[src/rtl/aplic_domain_route.sv]
// ============================================================================
// aplic_domain_route : walks the APLIC delegation tree to find a source's owner
// Optional statistics counters: APLIC_DOMAIN_ROUTE_STATS_EN   | Rev 1.0
// ============================================================================
`default_nettype none

module aplic_domain_route #(
  parameter int NrDomains   = 3,
  parameter int NrSources   = 32,
  parameter int NrChildsMax = 2,
  parameter int MaxDepth    = 4,
  parameter int SrcW        = $clog2(NrSources)
) (
  input  logic                            clk_i,
  input  logic                            rst_i,
  input  logic                            req_valid_i,
  output logic                            req_ready_o,
  input  logic [SrcW-1:0]                 req_src_i,
  output logic                            cfg_rd_en_o,
  output logic [9:0]                      cfg_rd_dom_o,
  output logic [SrcW-1:0]                 cfg_rd_src_o,
  input  logic [10:0]                     cfg_rd_data_i,
  input  logic [NrDomains*16-1:0]         nr_childs_i,
  input  logic [NrDomains*NrChildsMax*10-1:0] child_tbl_i,
  output logic                            rsp_valid_o,
  input  logic                            rsp_ready_i,
  output logic [9:0]                      rsp_dom_o,
  output logic [2:0]                      rsp_sm_o,
  output logic [2:0]                      rsp_depth_o,
  output logic                            rsp_err_o,
  output logic [15:0]                     stat_ok_o,
  output logic [15:0]                     stat_err_o
);

  typedef enum logic [1:0] {
    IDLE = 2'd0,
    READ = 2'd1,
    EVAL = 2'd2,
    RESP = 2'd3
  } state_e;

  state_e          state_q, state_d;
  logic [9:0]      cur_dom_q, cur_dom_d;
  logic [SrcW-1:0] src_q, src_d;
  logic [2:0]      depth_q, depth_d;
  logic [2:0]      sm_q, sm_d;
  logic            err_q, err_d;

  logic [9:0]      child_idx;
  logic [15:0]     nr_cur;
  logic [9:0]      next_dom;
  logic            walk_err;

  assign child_idx = cfg_rd_data_i[9:0];

  // Table lookups for the current domain; cur_dom never leaves [0, NrDomains)
  always_comb begin
    nr_cur   = '0;
    next_dom = '0;
    for (int d = 0; d < NrDomains; d++) begin
      if (cur_dom_q == 10'(d)) begin
        nr_cur = nr_childs_i[d*16 +: 16];
        for (int c = 0; c < NrChildsMax; c++) begin
          if (child_idx == 10'(c)) begin
            next_dom = child_tbl_i[(d*NrChildsMax + c)*10 +: 10];
          end
        end
      end
    end
  end

  always_comb begin
    walk_err = 1'b0;
    if (32'(child_idx) >= 32'(nr_cur) || 32'(child_idx) >= 32'(NrChildsMax)) begin
      walk_err = 1'b1;
    end else if (32'(next_dom) >= 32'(NrDomains)) begin
      walk_err = 1'b1;
    end else if (32'(depth_q) + 32'd1 == 32'(MaxDepth)) begin
      walk_err = 1'b1;
    end
  end

  always_comb begin
    state_d   = state_q;
    cur_dom_d = cur_dom_q;
    src_d     = src_q;
    depth_d   = depth_q;
    sm_d      = sm_q;
    err_d     = err_q;
    case (state_q)
      IDLE: begin
        if (req_valid_i) begin
          cur_dom_d = '0;
          depth_d   = '0;
          sm_d      = '0;
          err_d     = 1'b0;
          if (req_src_i == '0 || 32'(req_src_i) >= 32'(NrSources)) begin
            err_d   = 1'b1;
            state_d = RESP;
          end else begin
            src_d   = req_src_i;
            state_d = READ;
          end
        end
      end
      READ: state_d = EVAL;
      EVAL: begin
        if (!cfg_rd_data_i[10]) begin
          sm_d    = cfg_rd_data_i[2:0];
          state_d = RESP;
        end else if (walk_err) begin
          err_d   = 1'b1;
          sm_d    = '0;
          state_d = RESP;
        end else begin
          cur_dom_d = next_dom;
          depth_d   = depth_q + 3'd1;
          state_d   = READ;
        end
      end
      RESP: begin
        if (rsp_ready_i) state_d = IDLE;
      end
      default: state_d = IDLE;
    endcase
  end

  always_ff @(posedge clk_i) begin
    if (rst_i) begin
      state_q   <= IDLE;
      cur_dom_q <= '0;
      src_q     <= '0;
      depth_q   <= '0;
      sm_q      <= '0;
      err_q     <= 1'b0;
    end else begin
      state_q   <= state_d;
      cur_dom_q <= cur_dom_d;
      src_q     <= src_d;
      depth_q   <= depth_d;
      sm_q      <= sm_d;
      err_q     <= err_d;
    end
  end

  assign req_ready_o  = (state_q == IDLE);
  assign cfg_rd_en_o  = (state_q == READ);
  assign cfg_rd_dom_o = cfg_rd_en_o ? cur_dom_q : '0;
  assign cfg_rd_src_o = cfg_rd_en_o ? src_q : '0;
  assign rsp_valid_o  = (state_q == RESP);
  assign rsp_dom_o    = cur_dom_q;
  assign rsp_sm_o     = sm_q;
  assign rsp_depth_o  = depth_q;
  assign rsp_err_o    = err_q;

`ifdef APLIC_DOMAIN_ROUTE_STATS_EN
  logic [15:0] stat_ok_q, stat_err_q;

  always_ff @(posedge clk_i) begin
    if (rst_i) begin
      stat_ok_q  <= '0;
      stat_err_q <= '0;
    end else if (rsp_valid_o && rsp_ready_i) begin
      if (err_q) begin
        if (stat_err_q != 16'hFFFF) stat_err_q <= stat_err_q + 16'd1;
      end else begin
        if (stat_ok_q != 16'hFFFF) stat_ok_q <= stat_ok_q + 16'd1;
      end
    end
  end

  assign stat_ok_o  = stat_ok_q;
  assign stat_err_o = stat_err_q;
`else
  assign stat_ok_o  = '0;
  assign stat_err_o = '0;
`endif

endmodule

`default_nettype wire

[config.mk]
export PLATFORM = sky130hd
export DESIGN_NAME = aplic_domain_route
export DESIGN_NICKNAME = d
export VERILOG_FILES = /design/src/rtl/aplic_domain_route.sv
export SDC_FILE = /design/constraint.sdc
export NUM_CORES = 1
export LEC_CHECK = 0
export CAP_MARGIN = 25
export CORE_MARGIN = 1.5
export CORE_UTILIZATION = 34
export DETAILED_ROUTE_END_ITERATION = 12
export DONT_BUFFER_PORTS = 1
export GPL_ROUTABILITY_DRIVEN = 0
export PLACE_DENSITY_LB_ADDON = 0.3
export SLEW_MARGIN = 25
export SYNTH_ARGS = -nofsm -noshare
export SYNTH_HDL_FRONTEND = slang
export SYNTH_SLANG_ARGS = --single-unit
[constraint.sdc]
create_clock -name clk_i -period 9.1 [get_ports clk_i]
set_input_delay 0.91 -clock clk_i [delete_from_list [all_inputs] [get_ports clk_i]]
set_output_delay 0.91 -clock clk_i [all_outputs]
set_load 0.1 [all_outputs]
Word level (Yosys, flattened, before mapping)
Index checks and enable logic that the tools add are counted.

word-level totals
  register bits after elaboration = 24
  input bits = 128
  output and inout port bits = 67

operators by class
  add/subtract/negate cells = 2
  order comparisons = 3
  eq/ne operators = 13
  mux-type cells = 39
  bitwise gates (word level) = 1
  reduce and logical (&&, ||, !) cells = 11

operator list
  cell                 count
  $mux 10              13
  $mux 16              3
  $eq 10x1->1 const B  2
  $ge 10x2->1 const B  2
  $logic_not 10->1     2
  $pmux 10 s2          1
  $ge 10x16->1         1
  $mux 3               5
  $pmux 3 s2           2
  $eq 10x2->1 const B  1
  $mux 2               5
  $ne 2x2->1 const B   4
  $pmux 2 s4           1
  $reduce_and 4->1     2
  $mux 1               7
  $reduce_and 3->1     2
  $logic_not 5->1      1
  $mux 5               1
  $add 3x1->4 const B  1
  $eq 2x2->1 const B   2
  $eq 4x3->1 const B   1
  $add 3x1->3 const B  1
  $ne 3x3->1 const B   1
  $eq 2x1->1 const B   1
  other kinds (7)      7

Longest topological paths before layout
  depth in word-level cells = 16
  depth in mapped cells = 15
  gate-level depth less buffers = 13

Worst setup path before layout
Ideal clock, no wire load.

  kind = flip-flop to output port
  from = register cur_dom_q[1], in the netlist rsp_dom_o[1]
  to = output port cfg_rd_dom_o[1]
  arrival = 3.447 ns
  slack = 4.743 ns
  stages on the path, launching flop included = 4
  cells stage by stage = dfxtp_1 > buf_2 > inv_1 > nor3_1

between the ends
  cells in the longest elaborated chain, start to end = 1

ends and longest elaborated chain
  what                    line  source
  start, declared         43    logic [9:0] cur_dom_q, cur_dom_d;
  start signal, assigned  138   cur_dom_q <= cur_dom_d;
  $mux 10                 148   assign cfg_rd_dom_o = cfg_rd_en_o ? cur_dom_q : '0;
  end, declared           20    output logic [9:0] cfg_rd_dom_o,

Every way passes these cells.

Final worst setup path
  from = register cur_dom_q[9], in the netlist rsp_dom_o[9]
  to = register cur_dom_q[6], in the netlist rsp_dom_o[6]

between the ends
  cells in the longest elaborated chain, start to end = 13
  elaborated cells on any way between the ends = 23
  those cells by class = order compare: 2; eq/ne: 3; mux: 15; reduce/logical: 3

ends and longest elaborated chain
  what                        line  source
  $logic_not 10->1            61    if (cur_dom_q == 10'(d)) begin
  $mux 10                     61
  $mux 10 (2 in a row)        64    if (child_idx == 10'(c)) begin
  $mux 10                     61
  $mux 10 (2 in a row)        64
  $mux 10                     61
  $ge 10x2->1                 76    end else if (32'(next_dom) >= 32'(NrDomains)) begin
  $mux 1                      76
  $mux 1                      74    if (32'(child_idx) >= 32'(nr_cur) || 32'(child_idx) >= 32'(NrChildsMax)) begin
  $ne 2x2->1 (no line)        -
  $reduce_and 4->1 (no line)  -

Parallel ways exist; a longest one is shown, timed or not. The select of a mux whose other input is x is not followed.
A chain may end at the register's enable or synchronous reset.

==> reports/summary.md <==
Along the worst path, the maximum fanout reaches 9. The core region is 7292 sq um. The startpoint kind of the worst setup timing path was a flop.

Number of nets in the layout: 480. Setup slack on the critical path of the routed design comes to 4.973 ns. The wire length of the first global-routing pass came out at 12.65 mm. The tools report the number of placement rows as 31. The signal on the critical path passes through or4_1 -> nor2_1 -> nand2_1 -> ha_1 -> a21o_1 -> a31oi_1 -> o21ai_0 -> a311oi_1 -> o32ai_2 -> nor3_4 -> a41oi_4 -> and3_1.

For this block, the initial DRC count from the detailed router was 79. The total vias in the final route came out at 2,484. The final routed wire length divided by cell count was 18.90 um; the number of sinks on the clock net was 24.

The Yosys step of the flow raised 0 warnings. The layout has 803 filler cells. The logs give 2581 sq um for the cell area after synthesis and 0 for the setup fix buffers added after clock tree synthesis. The run gives 2,391 as the number of global-route vias before repair. The setup-violating endpoint count in the final report was 0; the number of instances in the synthesized netlist was 347.

Sequential cells account for 40.8% of the total power. The internal power of the cells totals 0.1548 mW. The leading register cell type out of synthesis was sky130_fd_sc_hd__dfxtp_1.

The total clock buffers created by CTS came out at 3. The tools report the buffer type at the clock tree root as sky130_fd_sc_hd__clkbuf_8. The tools report the critical path endpoint category as a flop.

The count of nets left with antenna violations once routing finished came out at 0. The share of async-settable or async-resettable flops after synthesis is 0%, and the placed standard-cell area is 2604 sq um. The number of I/O port buffers came out at 0.

The vertical die dimension works out to 90.13 um. For the total wire length after detailed routing, the log shows 8.260 mm. The worst hold path belongs to the class flop to flop. Summing all non-filler instances in the final layout gives an area of 2650 sq um. The via count normalized by instance count was 5.684. For this run, the register share of the synthesized area comes to 18.61%. For this run, the total global-route usage over all layers was measured as 19.63%.

Before CTS, the worst setup slack after placement is 4.953 ns. During I/O placement, the number of pins put on the boundary was 195. The average size of a mapped cell came out at 7.439 sq um. At the pin with the least slew margin, the transition time is 1.097 ns.

At the later pin of the worst-skew pair, clock insertion delay measures 0.27 ns. The flop and latch count out of synthesis came out at 24. The endpoint required time on the critical path came out at 9.26 ns.

Clock-pin slew was measured on the worst setup and hold paths at 0.08 ns. In the layout the commonest cells are 37 x sky130_fd_sc_hd__nand2_1, 32 x sky130_fd_sc_hd__conb_1, 22 x sky130_fd_sc_hd__nor2_1. The largest net degree at the start of global routing came out at 26.

The worst-case IR drop observed on VDD is 0.04810 mV. Across the routed clock network, the largest skew measured is 0.001476 ns. Hold timing on the final database bottoms out at a slack of 0.4483 ns. The hold violation total from the final report is 0.

The switching power of the nets is 0.1354 mW. Net switching is 46.66% of the power. The run gives 0 as the reported max-cap violation count. The count of distinct cell types in the synthesized netlist is 60, and the area added between synthesis and finish is 2.666%.

The HPWL after detailed placement is 6.802 mm. For this design, the CTS-stage hold fixing added 0 buffers. For this run, the number of standard cells in the final layout without fillers is 437. The largest single stage delay on the critical path is 0.78 ns. Number of synthesized flops with an enable pin: 0. The run gives 0 as the max-slew violation count. The cell count after placement is 434, and the power density normalized to cell area is 109.5 nW/um^2. Arrival time of data at the critical path endpoint: 4.29 ns. After layout, the worst path uses 45.35% of the clock period. For this run the aggregate overflow at the end of global routing stands at 0. Counting along the longest clock path gives a buffer depth of 2. The clock network fraction of design power was 21.3%; the number of instances resized during post-cts repair was 0. The number of levels the H-tree was split into is 1. The number of antenna diodes in the final layout is 0. The worst path in the final design needs a cycle of 4.127 ns, including I/O delays and setup. From left edge to right edge, the die measures 90.13 um.

Once the floorplan was initialized, standard cells occupied 35.40% of the core. Leading cell type in the layout, fill and taps excluded: sky130_fd_sc_hd__nand2_1. The buffers plus inverters on the worst setup path was 0; the layout cell share with drive strength beyond 1 was 8.876%. On the critical path, the stage with the largest delay is an instance of sky130_fd_sc_hd__or4_1.

In the routed design, unresolved DRC markers number 0. On the critical path the largest part of the delay comes from simple AND/OR/NAND/NOR gates. For the final routed database, the setup TNS stands at 0 ns. Setup repair after global routing left no endpoint under its margin. The flow ran to the end, and the final reports show no timing, DRC or antenna violations. The analysis attributes to cell leakage a power of 1.019 nW.

The worst pin sits at a relative slew slack of 26.74%. The die covers 8123 sq um. The logs give 0 for the number of antenna violations at the first check in global routing and 37.9% for the combinational cell fraction of total power.

The critical path in this run is classified as flop to flop. The run gives 4 as the count of TritonRoute iterations in the first routing pass. For the maximum achievable frequency, the log shows 0.2423 GHz. TritonCTS built the clock tree.
==> power groups by stage <==
stage	sequential (mW)	combinational [mW]	clock, mW
5_1_grt	0.119	0.116	0.0705
3_3_place_gp	0.121	0.109	0
6_report	0.118	0.110	0.0619
4_1_cts	0.118	0.110	0.0644
3_5_place_dp	0.121	0.110	0
2_1_floorplan	0.119	0.115	0
==> layer usage <==
metal / wire length, um / track usage (%)
met4: 70 / 4.497
met1: 3582 / 24.45
met3: 547 / 3.892
met2: 4060 / 34.60
met5: 0 / 0
==> area by class of cell <==
type / instances / area (sq um) / area share [%]
Clock buffer: 3 / 41.29 / 1.558
Timing Repair Buffer: 6 / 85.08 / 3.211
Inverter: 14 / 52.55 / 1.983
Tap cell: 99 / 123.9 / 4.674
Multi-Input combinational cell: 291 / 1859 / 70.16
Sequential cell: 24 / 488.0 / 18.41
==> state kept, by name, summed over array words and instances, names as in the netlist <==
| register | cells |
|---|---|
| rsp_depth_o | 3 |
| rsp_sm_o | 3 |
| rsp_dom_o | 10 |
| rsp_err_o | 1 |
| src_q | 5 |
| state_q | 2 |
==> Yosys cell counts (10+ instances only) <==
cell type	n	area share, %
sky130_fd_sc_hd__and2_1	16	3.9
sky130_fd_sc_hd__ha_1	12	5.8
sky130_fd_sc_hd__nor2_1	24	3.5
sky130_fd_sc_hd__o21ai_0	14	2.7
sky130_fd_sc_hd__nand2_1	37	5.4
sky130_fd_sc_hd__a21oi_1	16	3.1
sky130_fd_sc_hd__and3_1	10	2.4
sky130_fd_sc_hd__mux2i_1	16	6.2
sky130_fd_sc_hd__dfxtp_1	24	19
sky130_fd_sc_hd__clkbuf_1	10	1.5
sky130_fd_sc_hd__buf_4	34	9.9
sky130_fd_sc_hd__inv_1	13	1.9
sky130_fd_sc_hd__nor3_1	16	3.1
==> stage by stage <==
stage	power [mW]	util (%)
after floorplan	0.2341	-
after global placement	0.2295	35.71
after detailed placement	0.2304	35.71
after CTS	0.2927	36.27
after global routing	0.3052	36.34
final	0.2902	36.34
==> final timing paths <==
path                                                start  depth (start not counted)  slack [ns]                        end
worst max-delay path            rsp_dom_o[9]$_SDFFE_PP0P_                         12        4.97  rsp_dom_o[6]$_SDFFE_PP0P_
worst min-delay path                src_q[3]$_SDFFE_PP0P_                          2        0.45      src_q[3]$_SDFFE_PP0P_
worst max register to register  rsp_dom_o[9]$_SDFFE_PP0P_                         12        4.97  rsp_dom_o[6]$_SDFFE_PP0P_
worst min register to register      src_q[3]$_SDFFE_PP0P_                          2        0.45      src_q[3]$_SDFFE_PP0P_
==> kinds of logic (layout without fill, tap and decap cells) <==
kind of cell,after synthesis,after routing,synth area share (%)
and+or+nand+nor,159,159,33.88
adders and majority gates,12,12,5.817
muxes,17,17,6.641
buffers and inverters,63,23,14.45
other,1,32,0.1453
DFF,24,24,18.61
AOI/OAI and AO/OA,71,71,20.46
==> worst min-delay path, stage by stage (launching register included) <==
cell and delay, ns:
sky130_fd_sc_hd__dfxtp_1 0.31, sky130_fd_sc_hd__nand2_1 0.05, sky130_fd_sc_hd__a21oi_1 0.05
(Power assumes the default switching activity.)
